===== src/rtl/window_streamer.sv =====
`default_nettype none
// ============================================================================
//  Module      : window_streamer
//  Description : Reads a WIN x WIN pixel window out of the synchronous frame
//                RAM, starting at a given origin, and streams it line by line
//                to the classifier line buffer. A GAP-cycle pause follows
//                every line except the last. An origin whose window would
//                leave the frame is rejected with a one-cycle ERR pulse.
//  Ports       : CLK, RESET      - clock, asynchronous active-high reset
//                START, X0, Y0   - launch request and window origin
//                BUSY/DONE/ERR   - status (DONE and ERR are 1-cycle pulses)
//                MEM_RD/ADDR/DATA- frame RAM read port (1-cycle read latency)
//                CLS_START, XYZ_VALID, ADDR, XYZ_out - classifier stream
//  Revision    : 1.0 - initial release
// ============================================================================
module window_streamer #(
    parameter int FRAME_W = 640,
    parameter int FRAME_H = 480,
    parameter int WIN     = 20,
    parameter int GAP     = 2,
    parameter int DATA_W  = 96
) (
    input  logic                                  CLK,
    input  logic                                  RESET,
    input  logic                                  START,
    input  logic [$clog2(FRAME_W)-1:0]            X0,
    input  logic [$clog2(FRAME_H)-1:0]            Y0,
    output logic                                  BUSY,
    output logic                                  DONE,
    output logic                                  ERR,
    output logic                                  MEM_RD,
    output logic [$clog2(FRAME_W*FRAME_H)-1:0]    MEM_ADDR,
    input  logic [DATA_W-1:0]                     MEM_DATA,
    output logic                                  CLS_START,
    output logic                                  XYZ_VALID,
    output logic [8:0]                            ADDR,
    output logic [DATA_W-1:0]                     XYZ_out
);

    localparam int AW  = $clog2(FRAME_W*FRAME_H);
    localparam int GCW = $clog2(GAP+2);

    typedef enum logic [1:0] {
        S_IDLE  = 2'd0,
        S_ISSUE = 2'd1,
        S_GAP   = 2'd2,
        S_DRAIN = 2'd3
    } state_t;

    state_t           state_q, state_d;
    logic [8:0]       row_q, row_d;
    logic [8:0]       col_q, col_d;
    logic [AW-1:0]    line_base_q, line_base_d;
    logic [GCW-1:0]   gap_q, gap_d;
    logic             busy_q, busy_d;
    logic             done_q, done_d;
    logic             err_q, err_d;
    logic             mem_rd_q, mem_rd_d;
    logic [AW-1:0]    mem_addr_q, mem_addr_d;
    // Read-return pipeline stage: describes the word arriving on MEM_DATA.
    logic             pvalid_q, pvalid_d;
    logic             pfirst_q, pfirst_d;
    logic [8:0]       pcol_q, pcol_d;

    logic             w_origin_bad;
    logic [AW-1:0]    w_launch_base;
    logic             w_last_col;
    logic             w_last_row;

    always_comb begin
        w_origin_bad  = (32'(X0) > 32'(FRAME_W - WIN)) || (32'(Y0) > 32'(FRAME_H - WIN));
        // The only multiply: evaluated once per launch.
        w_launch_base = AW'(Y0) * AW'(FRAME_W) + AW'(X0);
        w_last_col    = (col_q == 9'(WIN - 1));
        w_last_row    = (row_q == 9'(WIN - 1));

        state_d     = state_q;
        row_d       = row_q;
        col_d       = col_q;
        line_base_d = line_base_q;
        gap_d       = gap_q;
        done_d      = 1'b0;
        err_d       = 1'b0;
        mem_rd_d    = 1'b0;
        mem_addr_d  = mem_addr_q;

        // Counters always describe the read presented in the current cycle,
        // so the next read's address is prepared one cycle ahead here.
        case (state_q)
            S_IDLE: begin
                if (START) begin
                    if (w_origin_bad) begin
                        err_d = 1'b1;
                    end else begin
                        state_d     = S_ISSUE;
                        row_d       = 9'd0;
                        col_d       = 9'd0;
                        line_base_d = w_launch_base;
                        mem_rd_d    = 1'b1;
                        mem_addr_d  = w_launch_base;
                    end
                end
            end
            S_ISSUE: begin
                if (!w_last_col) begin
                    col_d      = col_q + 9'd1;
                    mem_rd_d   = 1'b1;
                    mem_addr_d = line_base_q + AW'(col_q + 9'd1);
                end else begin
                    col_d = 9'd0;
                    if (w_last_row) begin
                        state_d = S_DRAIN;
                    end else begin
                        row_d       = row_q + 9'd1;
                        line_base_d = line_base_q + AW'(FRAME_W);
                        if (GAP == 0) begin
                            mem_rd_d   = 1'b1;
                            mem_addr_d = line_base_q + AW'(FRAME_W);
                        end else begin
                            state_d = S_GAP;
                            gap_d   = GCW'(GAP - 1);
                        end
                    end
                end
            end
            S_GAP: begin
                if (gap_q == '0) begin
                    state_d    = S_ISSUE;
                    mem_rd_d   = 1'b1;
                    mem_addr_d = line_base_q;
                end else begin
                    gap_d = gap_q - 1'b1;
                end
            end
            S_DRAIN: begin
                state_d = S_IDLE;
                done_d  = 1'b1;
            end
            default: begin
                state_d = S_IDLE;
            end
        endcase

        busy_d   = (state_d != S_IDLE);
        pvalid_d = mem_rd_q;
        pfirst_d = mem_rd_q && (row_q == 9'd0) && (col_q == 9'd0);
        pcol_d   = mem_rd_q ? col_q : 9'd0;
    end

    always_ff @(posedge CLK or posedge RESET) begin
        if (RESET) begin
            state_q     <= S_IDLE;
            row_q       <= 9'd0;
            col_q       <= 9'd0;
            line_base_q <= '0;
            gap_q       <= '0;
            busy_q      <= 1'b0;
            done_q      <= 1'b0;
            err_q       <= 1'b0;
            mem_rd_q    <= 1'b0;
            mem_addr_q  <= '0;
            pvalid_q    <= 1'b0;
            pfirst_q    <= 1'b0;
            pcol_q      <= 9'd0;
        end else begin
            state_q     <= state_d;
            row_q       <= row_d;
            col_q       <= col_d;
            line_base_q <= line_base_d;
            gap_q       <= gap_d;
            busy_q      <= busy_d;
            done_q      <= done_d;
            err_q       <= err_d;
            mem_rd_q    <= mem_rd_d;
            mem_addr_q  <= mem_addr_d;
            pvalid_q    <= pvalid_d;
            pfirst_q    <= pfirst_d;
            pcol_q      <= pcol_d;
        end
    end

    assign BUSY      = busy_q;
    assign DONE      = done_q;
    assign ERR       = err_q;
    assign MEM_RD    = mem_rd_q;
    assign MEM_ADDR  = mem_addr_q;
    assign CLS_START = pfirst_q;
    assign XYZ_VALID = pvalid_q;
    assign ADDR      = pcol_q;
    // RAM data passes straight through in its return cycle; gated to zero
    // otherwise so the output is clean during reset and idle.
    assign XYZ_out   = pvalid_q ? MEM_DATA : '0;

endmodule
`default_nettype wire


===== config.mk =====
export PLATFORM = sky130hd
export DESIGN_NAME = window_streamer
export DESIGN_NICKNAME = d
export VERILOG_FILES = /design/src/rtl/window_streamer.sv
export SDC_FILE = /design/constraint.sdc
export NUM_CORES = 1
export LEC_CHECK = 0
export CAP_MARGIN = 0
export CORE_MARGIN = 5
export CORE_UTILIZATION = 40
export DETAILED_ROUTE_END_ITERATION = 12
export GPL_TIMING_DRIVEN = 0
export PLACE_DENSITY = 0.78
export SLEW_MARGIN = 20
export SYNTH_ARGS = -nofsm -noshare
export SYNTH_HDL_FRONTEND = slang
export SYNTH_SLANG_ARGS = --single-unit

===== constraint.sdc =====
create_clock -name CLK -period 3 [get_ports CLK]
set_clock_uncertainty 0.05 [all_clocks]
set_input_delay 0.3 -clock CLK [delete_from_list [all_inputs] [get_ports CLK]]
set_output_delay 0.3 -clock CLK [all_outputs]
set_load 0.005 [all_outputs]

Word-level counts from Yosys, hierarchy flattened
Index checks and enable logic that the tools add are counted.
{"block": "op_classes", "n_mul": 1, "eq_ne": 12, "order_cmp": 2, "add_sub_neg": 7, "mux": 36, "reduce_logical": 15}
{"cell": "19-bit two-way mux", "n": 6}
{"cell": "96-bit two-way mux", "n": 1}
{"cell": "19-bit one-hot mux with 3 select lines", "n": 1}
{"cell": "9-bit two-way mux", "n": 6}
{"cell": "19-bit by 10-bit adder with 19-bit output", "n": 2}
{"cell": "19-bit one-hot mux with 2 select lines", "n": 1}
{"cell": "9-bit one-hot mux with 2 select lines", "n": 2}
{"cell": "19-bit by 10-bit adder with 19-bit output, second input constant", "n": 1}
{"cell": "9-bit by 1-bit adder with 9-bit output, second input constant", "n": 2}
{"cell": "9-bit by 5-bit equality test with 1-bit output, second input constant", "n": 2}
{"cell": "9-bit zero test", "n": 2}
{"cell": "2-bit two-way mux", "n": 7}
{"cell": "2-bit != test, second input constant", "n": 7}
{"cell": "9-bit by 3-bit multiplier with 12-bit output, second input constant", "n": 1}
{"cell": "9-bit by 1-bit adder with 10-bit output, second input constant", "n": 1}
{"cell": "10-bit > comparator, second input constant", "n": 1}
{"cell": "5-bit AND reduction", "n": 2}
{"cell": "9-bit > comparator, second input constant", "n": 1}
{"cell": "1-bit two-way mux", "n": 9}
{"cell": "2-bit one-hot mux with 4 select lines", "n": 1}
{"cell": "2-bit nonzero test", "n": 3}
{"cell": "2-bit equality test, second input constant", "n": 2}
{"cell": "2-bit zero test", "n": 2}
{"cell": "2-bit one-hot mux with 2 select lines", "n": 1}
{"cell": "other kinds (8)", "n": 9}
{"block": "word_totals", "input_bits": 118, "ff_bits": 75}

Longest topological paths before layout
Gate-level depths: netlist (run 1).
{"block": "logic_depth", "word_depth": 6, "ltp_mapped": 11}

Worst setup path before layout (run 1)
Ideal clock, no wire load.
{"block": "synth_timing", "kind": "input to register", "from": "input port Y0[1]", "to": "register mem_addr_q[17] (netlist: MEM_ADDR[17])", "slack_ns": 0.385, "path_buffers": 0, "t_required_ns": 2.826, "cell_stages": 11, "arrival_ns": 2.441, "path_cell_list": "ha_1 ha_1 inv_1 fa_1 nor2b_1 o31ai_1 xnor2_1 nand3_1 or4_1 o211ai_1 nand2_1"}
{"block": "synth_via", "elab_chain_cells": 5, "elab_cells_between_ends": 9, "cone_classes": "add/sub (1); mul (1); order compare (1); eq/ne (1); mux (3); reduce/logical (2)"}
{"element": "start, declared", "line": "27", "text": "input logic [$clog2(FRAME_H)-1:0] Y0,"}
{"element": "9-bit by 3-bit multiplier with 12-bit output", "line": "73", "text": "w_launch_base = AW'(Y0) * AW'(FRAME_W) + AW'(X0);"}
{"element": "19-bit by 10-bit adder with 19-bit output", "line": "73"}
{"element": "19-bit two-way mux", "line": "92", "text": "if (w_origin_bad) begin"}
{"element": "19-bit two-way mux", "line": "91", "text": "if (START) begin"}
{"element": "19-bit one-hot mux with 3 select lines", "line": "89", "text": "case (state_q)"}
{"element": "end signal, assigned", "line": "175", "text": "mem_addr_q <= mem_addr_d;"}
{"element": "end, declared", "line": "59", "text": "logic [AW-1:0] mem_addr_q, mem_addr_d;"}
Parallel ways exist; a longest one is shown, timed or not. The select of a mux whose other input is x is not followed.
A chain may end at the register's enable or synchronous reset.

Worst setup path in the final report (run 1)
{"block": "layout_timing", "from": "input port Y0[0]", "to": "register mem_addr_q[18] (netlist: MEM_ADDR[18])"}
The elaborated chain is that of the path after synthesis.

==> key figures, run 1 <==
Cells and area
  – Final Cell Area: 8940 sq um
  – Layout cells sized above 1: 6.01%
  – Commonest non-fill, non-tap cell in the layout: clkdlybuf4s50_1
  – # nets final: between 1000 and 1500
  – Layout filler cell count: between 1000 and 1500
  – Most frequent cells in the layout: clkdlybuf4s50_1, and2_1, dfrtp_1
  – Layout area overhead: 54.2%
  – Diode count: 0

Routing
  – DR pass1 iterations: 5
  – Post-DRT Antenna Nets: 0
  – WL final: between 20000 and 25000 um
  – Vias/cell: 5.56
  – Remaining DRCs: 0
  – Via count: between 6000 and 7000
  – Wire per inst: 20.8 um
  – Iter 0 DRT Violations: 504

Setup path
  – CP arrival: between 3 and 4 ns
  – Critical Path RT: roughly 3.2 ns
  – Reg2Reg Setup Slack: 0.14 ns
  – Max Fanout on Critical Path: 3
  – R2R cell count: 11
  – CP endpoint kind: register
  – CP startpoint kind: input port
  – CP Class: input port to register

Yosys
  – Synth Register Bits: 75
  – Post-synth ARST share: 100%
  – Syn_area_per_cell: 8.33 sq um
  – Post-synth EDFFs: 0
  – Syn nets: 853
  – Post-synthesis sequential area ratio: about a third
  – Synth warnings: 0
  – Mapped Cells: a little under 700
  – Yosys cell types: 60
  – Synthesized area: 5800 sq um
  – Main synth FF type: dfrtp_1

Floorplan
  – Die area: 17000 sq um
  – DIE HEIGHT: 130 um
  – Die Width: 130 um
  – Boundary Pins: 248
  – Starting Density: 40.4%
  – Cell row count: between 40 and 50
  – Core area: 14400 sq um

GRT
  – Global Route Usage Sum: 26.9%
  – Initial antenna violation count: 2
  – Global-route wire length before repair: 34900 um
  – Vias in the first global route: 6113
  – Largest net degree at the start of global routing: 54
  – Gr ovfl total: 0

Timing
  – Setup Viol. Count Final: 0
  – Worst slew pin tran: 0.713 ns
  – Final Max Slew Viols: 0
  – Final hold viol count: 0
  – Final period utilization: roughly 97%
  – WHS: 0.217 ns
  – Max transition margin: 52.3%
  – Clock period minus worst slack: 2.91 ns
  – Max Freq: around 340 MHz

Run status
  – Status: completed

Place
  – I/O Buffers: approximately 250
  – GP Congestion: 0.892
  – Final HPWL DP: between 15000 and 20000 um
  – Placed cell areas: between 8000 and 9000 sq um

Power and ir drop
  – Power per cell area: about 860 nW/um^2
  – Pleak: ~3.8 nW
  – Max IR drop VDD: 0.000536 V
  – Overall power: 7.71 mW

CTS
  – Clock root buffer: clkbuf_16
  – Number of buffers created by CTS: 9
  – CTS HTree Levels: 3
  – Clock Path Buffers: 2
  – Clock tree from TritonCTS: yes
  – Reg clk slew, reported paths: 0.07 ns
  – Clk sinks: 75
  – Cts hold-fix bufs: 0
  – Skew-Pair Late Insertion Delay: 0.35 ns

Job
  – Max Cap Viol: 0

Min path
  – Hold/Removal Path Class: input port to async pin
through the flow:
step | setup slack, ns | utilization, % | TNS, ns | std cells
detailed placement | -0.361 | 59.4 | -2.45 | 1128
finish | 0.0893 | 62.3 | 0 | 1149
global route | -0.00655 | 62.3 | -0.00655 | 1149
floorplan | 0.385 | - | 0 | 696
global placement | -0.576 | 59.2 | -44.85 | 1127
CTS | 0.000908 | 61.6 | 0 | 1146
cells in the mapped netlist (all sizes together), types with 2 or more instances:
| cell | number | area share, % |
|---|---|---|
| and2 | 106 | 11 |
| dfrtp | 75 | 32 |
| nand2 | 66 | 4.3 |
| o21ai | 50 | 4.4 |
| nor2 | 46 | 3.0 |
| ha | 36 | 7.8 |
| nand3 | 34 | 2.9 |
| clkbuf | 30 | 1.9 |
| a21oi | 27 | 2.3 |
| inv | 27 | 1.7 |
| o31ai | 22 | 3.6 |
| nor3 | 17 | 1.6 |
| xor2 | 15 | 2.4 |
| xnor2 | 13 | 2.0 |
| nor2b | 10 | 1.1 |
| a21o | 9 | 1.2 |
| a22oi | 9 | 1.2 |
| buf | 9 | 0.73 |
| a221o | 8 | 1.4 |
| a221oi | 8 | 1.2 |
| nand4 | 8 | 1.1 |
| and3 | 7 | 0.76 |
| a211oi | 6 | 0.95 |
| a22o | 6 | 0.91 |
| nand2b | 6 | 0.65 |
| a211o | 4 | 0.60 |
| o211ai | 4 | 0.52 |
| o21a | 4 | 0.52 |
| or2 | 4 | 0.43 |
| a31oi | 3 | 0.32 |
| fa | 3 | 1.0 |
| nor4 | 3 | 0.58 |
| nor3b | 2 | 0.26 |
| o2111a | 2 | 0.39 |
| o32ai | 2 | 0.30 |
| or4 | 2 | 0.26 |
| or4b | 2 | 0.35 |
repair_timing:
| action | CTS | global route |
|---|---|---|
| endpoints found under the setup margin | 2 | 11 |
| hold endpoints to repair | 0 | 0 |
| buffers inserted | 2 | 3 |
| gates cloned | 0 | 0 |
| gates resized for setup | 1 | 16 |
| pin swaps | 1 | 10 |
power by group:
group	total, mW	internal, mW	switching, mW	leakage [nW]
combinational	4.92	2.31	2.62	2.72
clock	1.10	0.593	0.509	0.149
sequential	1.68	1.37	0.311	0.942
routing by layer:
| layer | wire length, um | part of all wire, % | global-route usage [%] |
|---|---|---|---|
| met2 | 11800 | 49 | 47.0 |
| met1 | 9060 | 38 | 33.1 |
| met5 | 22 | 0.092 | 0 |
| met4 | 482 | 2.0 | 6.96 |
| met3 | 2560 | 11 | 6.91 |
layout make-up:
cell class	count	area (sq um)	share of cell area (%)
Clock buffer	9	225	2.52
Buffer	39	155	1.73
Inverter	28	108	1.20
Sequential cell	75	1880	21.0
Clock inverter	7	76.3	0.853
Multi-Input combinational cell	554	3730	41.7
Tap cell	184	230	2.57
Timing Repair Buffer	253	2540	28.4
logic make-up (layout without fill, tap and decap cells):
kind of cell	Yosys count	count (layout)	share of synthesized area (%)
simple gates	315	315	29.1
compound gates	172	172	20.9
xor+xnor	28	28	4.36
flops	75	75	32.4
buf+inv	67	336	4.49
fa+ha+maj	39	39	8.80
sequential cells by signal, summed over array words and instances (netlist names):
name,cells
ADDR,9
BUSY,1
CLS_START,1
DONE,1
ERR,1
MEM_ADDR,19
MEM_RD,1
XYZ_VALID,1
col_q,9
gap_q,2
line_base_q,19
row_q,9
state_q,2
critical path, stage by stage:
cell and delay, ns:
clkdlybuf4s50_1 0.53, ha_1 0.17, ha_2 0.21, inv_1 0.07, fa_2 0.37, xor2_2 0.23
nor4b_4 0.36, nand4_1 0.24, nor3_2 0.26, o32ai_1 0.13, o31ai_1 0.24
path summary, 6_finish.rpt:
kind | start | endpoint
worst max-delay path | Y0[0] | MEM_ADDR[18]
worst min-delay path | RESET | row_q[2]
worst max register to register | col_q[0] | MEM_ADDR[18]
worst min register to register | row_q[8] | row_q[8]
max in group asynchronous | RESET | MEM_ADDR[10]
min in group CLK | row_q[8] | row_q[8]
(Power assumes the default switching activity.)
==> inputs of run 2 (changes only) <==
- SKIP_LAST_GASP: unset -> 1
- clock period: 3 -> 3.09 ns (I/O delays scaled with it)
==> run 2 against run 1 <==
Sequential power down 3%. Hold slack gained 0.0066 ns. Cell count down 0.44%. Register-to-register slack is essentially flat. Sequential share of layout area increased by 0.18 points. Flip-flop and latch count did not move. Total power shrank 3.6%. Critical endpoint is now MEM_ADDR[17].
==> key figures, run 2 (synthesis results as in run 1) <==
Run status
  – Status: completed

Routing
  – Vias/cell: 5.51
  – Remaining DRCs: 0
  – WL final: roughly 24000 um
  – Wire per inst: 20.6 um
  – DR pass1 iterations: 5
  – Via count: ~6300
  – Post-DRT Antenna Nets: 0
  – Iter 0 DRT Violations: a little over 500

Floorplan
  – Die area: 17000 sq um
  – Starting Density: 40.4%
  – Boundary Pins: 248
  – DIE HEIGHT: 130 um
  – Core area: 14400 sq um
  – Die Width: 130 um
  – Cell row count: 44

Cells and area
  – Layout filler cell count: 1256
  – Layout area overhead: 52.8%
  – Layout cells sized above 1: 4.79%
  – # nets final: ~1100
  – Commonest non-fill, non-tap cell in the layout: clkdlybuf4s50_1
  – Most frequent cells in the layout: clkdlybuf4s50_1, and2_1, dfrtp_1
  – Final Core Density: 61.7%
  – Diode count: 0

Setup path
  – CP endpoint kind: register
  – R2r endpoint: MEM_ADDR[16]
  – R2r startpoint: col_q[0]
  – Max Fanout on Critical Path: 3
  – CP Cell Sequence: clkdlybuf4s50_1 > ha_1 > ha_1 > inv_1 > fa_1 > nor2b_2 > o31ai_1 > xnor2_1 > nand3_1 > or4_1 > o211ai_1 > nand2_1
  – Bufs and invs on worst path: 2
  – Cell repeated most along the worst path: ha_1
  – Critical path's slowest cell: or4_1
  – CP startpoint kind: input port
  – Worst stage delay on the critical path: roughly 0.53 ns
  – Largest delay contributor family on the critical path: simple AND/OR/NAND/NOR gates
  – Reg2Reg Setup Slack: 0.15 ns
  – Critical Path RT: 3.27 ns
  – CP arrival: about 3.1 ns
  – R2R cell count: 11
  – CP Class: input port to register

GRT
  – Largest net degree at the start of global routing: 54
  – Vias in the first global route: 6088
  – Global Route Usage Sum: 26.7%
  – Gr ovfl total: 0
  – Global-route wire length before repair: 34700 um
  – Initial antenna violation count: 2

Job
  – Max Cap Viol: 0

Timing
  – Setup Viol. Count Final: 0
  – Worst slew pin tran: 0.704 ns
  – Unrepaired setup endpoints after global routing: true
  – Final period utilization: 96.0%
  – Max Freq: between 300 and 400 MHz
  – Final hold viol count: 0
  – Clock period minus worst slack: 2.97 ns
  – Max transition margin: 53.0%
  – Final Max Slew Viols: 0

Power and ir drop
  – Overall power: roughly 7.4 mW
  – Pleak: 3.76 nW
  – Power per cell area: 839 nW/um^2
  – Max IR drop VDD: 0.000520 V

CTS
  – Clock root buffer: clkbuf_16
  – Cts hold-fix bufs: 0
  – Number of buffers created by CTS: 9
  – CTS HTree Levels: 3
  – Reg clk slew, reported paths: around 0.070 ns
  – Clk sinks: 75
  – Skew-Pair Late Insertion Delay: 0.35 ns
  – Clock Path Buffers: 2
  – Clock tree from TritonCTS: yes

Place
  – Final HPWL DP: 18700 um
  – I/O Buffers: about 250
  – GP Congestion: 0.892

Min path
  – Hold/Removal Path Class: input port to async pin
==> run 2: cell count changes in the layout (fill, tap and decap cells not counted), sizes merged <==
| cell | delta |
|---|---|
| dlymetal6s2s | -1 |
| clkdlybuf4s50 | +1 |
| buf | -5 |
==> run 2: final cells by class <==
| cell class | count | area (sq um) | area share, % |
|---|---|---|---|
| multi-input cells | 554 | 3690 | 41.6 |
| repair buffers | 248 | 2500 | 28.2 |
| flip-flops and latches | 75 | 1880 | 21.2 |
| well taps | 184 | 230 | 2.60 |
| clock buffers | 9 | 225 | 2.54 |
| plain buffers | 39 | 155 | 1.75 |
| inverters | 28 | 108 | 1.21 |
| clock inverters | 7 | 76.3 | 0.861 |
==> run 2: layer usage <==
metal  up-vias  global-route usage, %  wire length [um]
met4         4                   6.96               371
met5         -                      0                22
met3        35                   6.91              2320
met2       304                   46.5             11600
met1      2995                   33.1              9250
li1       2971                      -                 -
==> run 2: how the worst max path moves through the flow <==
stage | startpoint | endpoint | slack, ns | depth (start not counted)
6_report | Y0[3] | MEM_ADDR[17] | 0.12 | 12
5_1_grt | Y0[3] | MEM_ADDR[17] | -0.09 | 12
4_1_cts | Y0[1] | MEM_ADDR[17] | 0.08 | 12
3_5_place_dp | Y0[1] | MEM_ADDR[16] | -0.28 | 11
3_3_place_gp | RESET | line_base_q[1] | -0.49 | 2
2_1_floorplan | Y0[1] | MEM_ADDR[17] | 0.47 | 11
==> run 2: through the flow <==
step           setup TNS, ns  area, sq um  std cells  hold WS (ns)  setup WS [ns]
5_1_grt               -0.117         8860       1144         0.263        -0.0880
2_1_floorplan              0         5800        696         0.394          0.466
3_3_place_gp          -38.01         8500       1127         0.414         -0.495
4_1_cts                    0         8830       1144         0.233         0.0764
6_report                   0         8860       1144         0.224          0.124
3_5_place_dp           -1.64         8530       1128         0.415         -0.280
==> run 2: power breakdown <==
part / internal (mW) / switching [mW]
sequential: 1.33 / 0.302
clock: 0.575 / 0.500
combinational: 2.21 / 2.51
total: 4.11 / 3.32
==> run 2: repair_timing <==
action,in CTS,in global routing
endpoints found under the setup margin,0,7
setup buffers,0,0
resized for setup,0,6
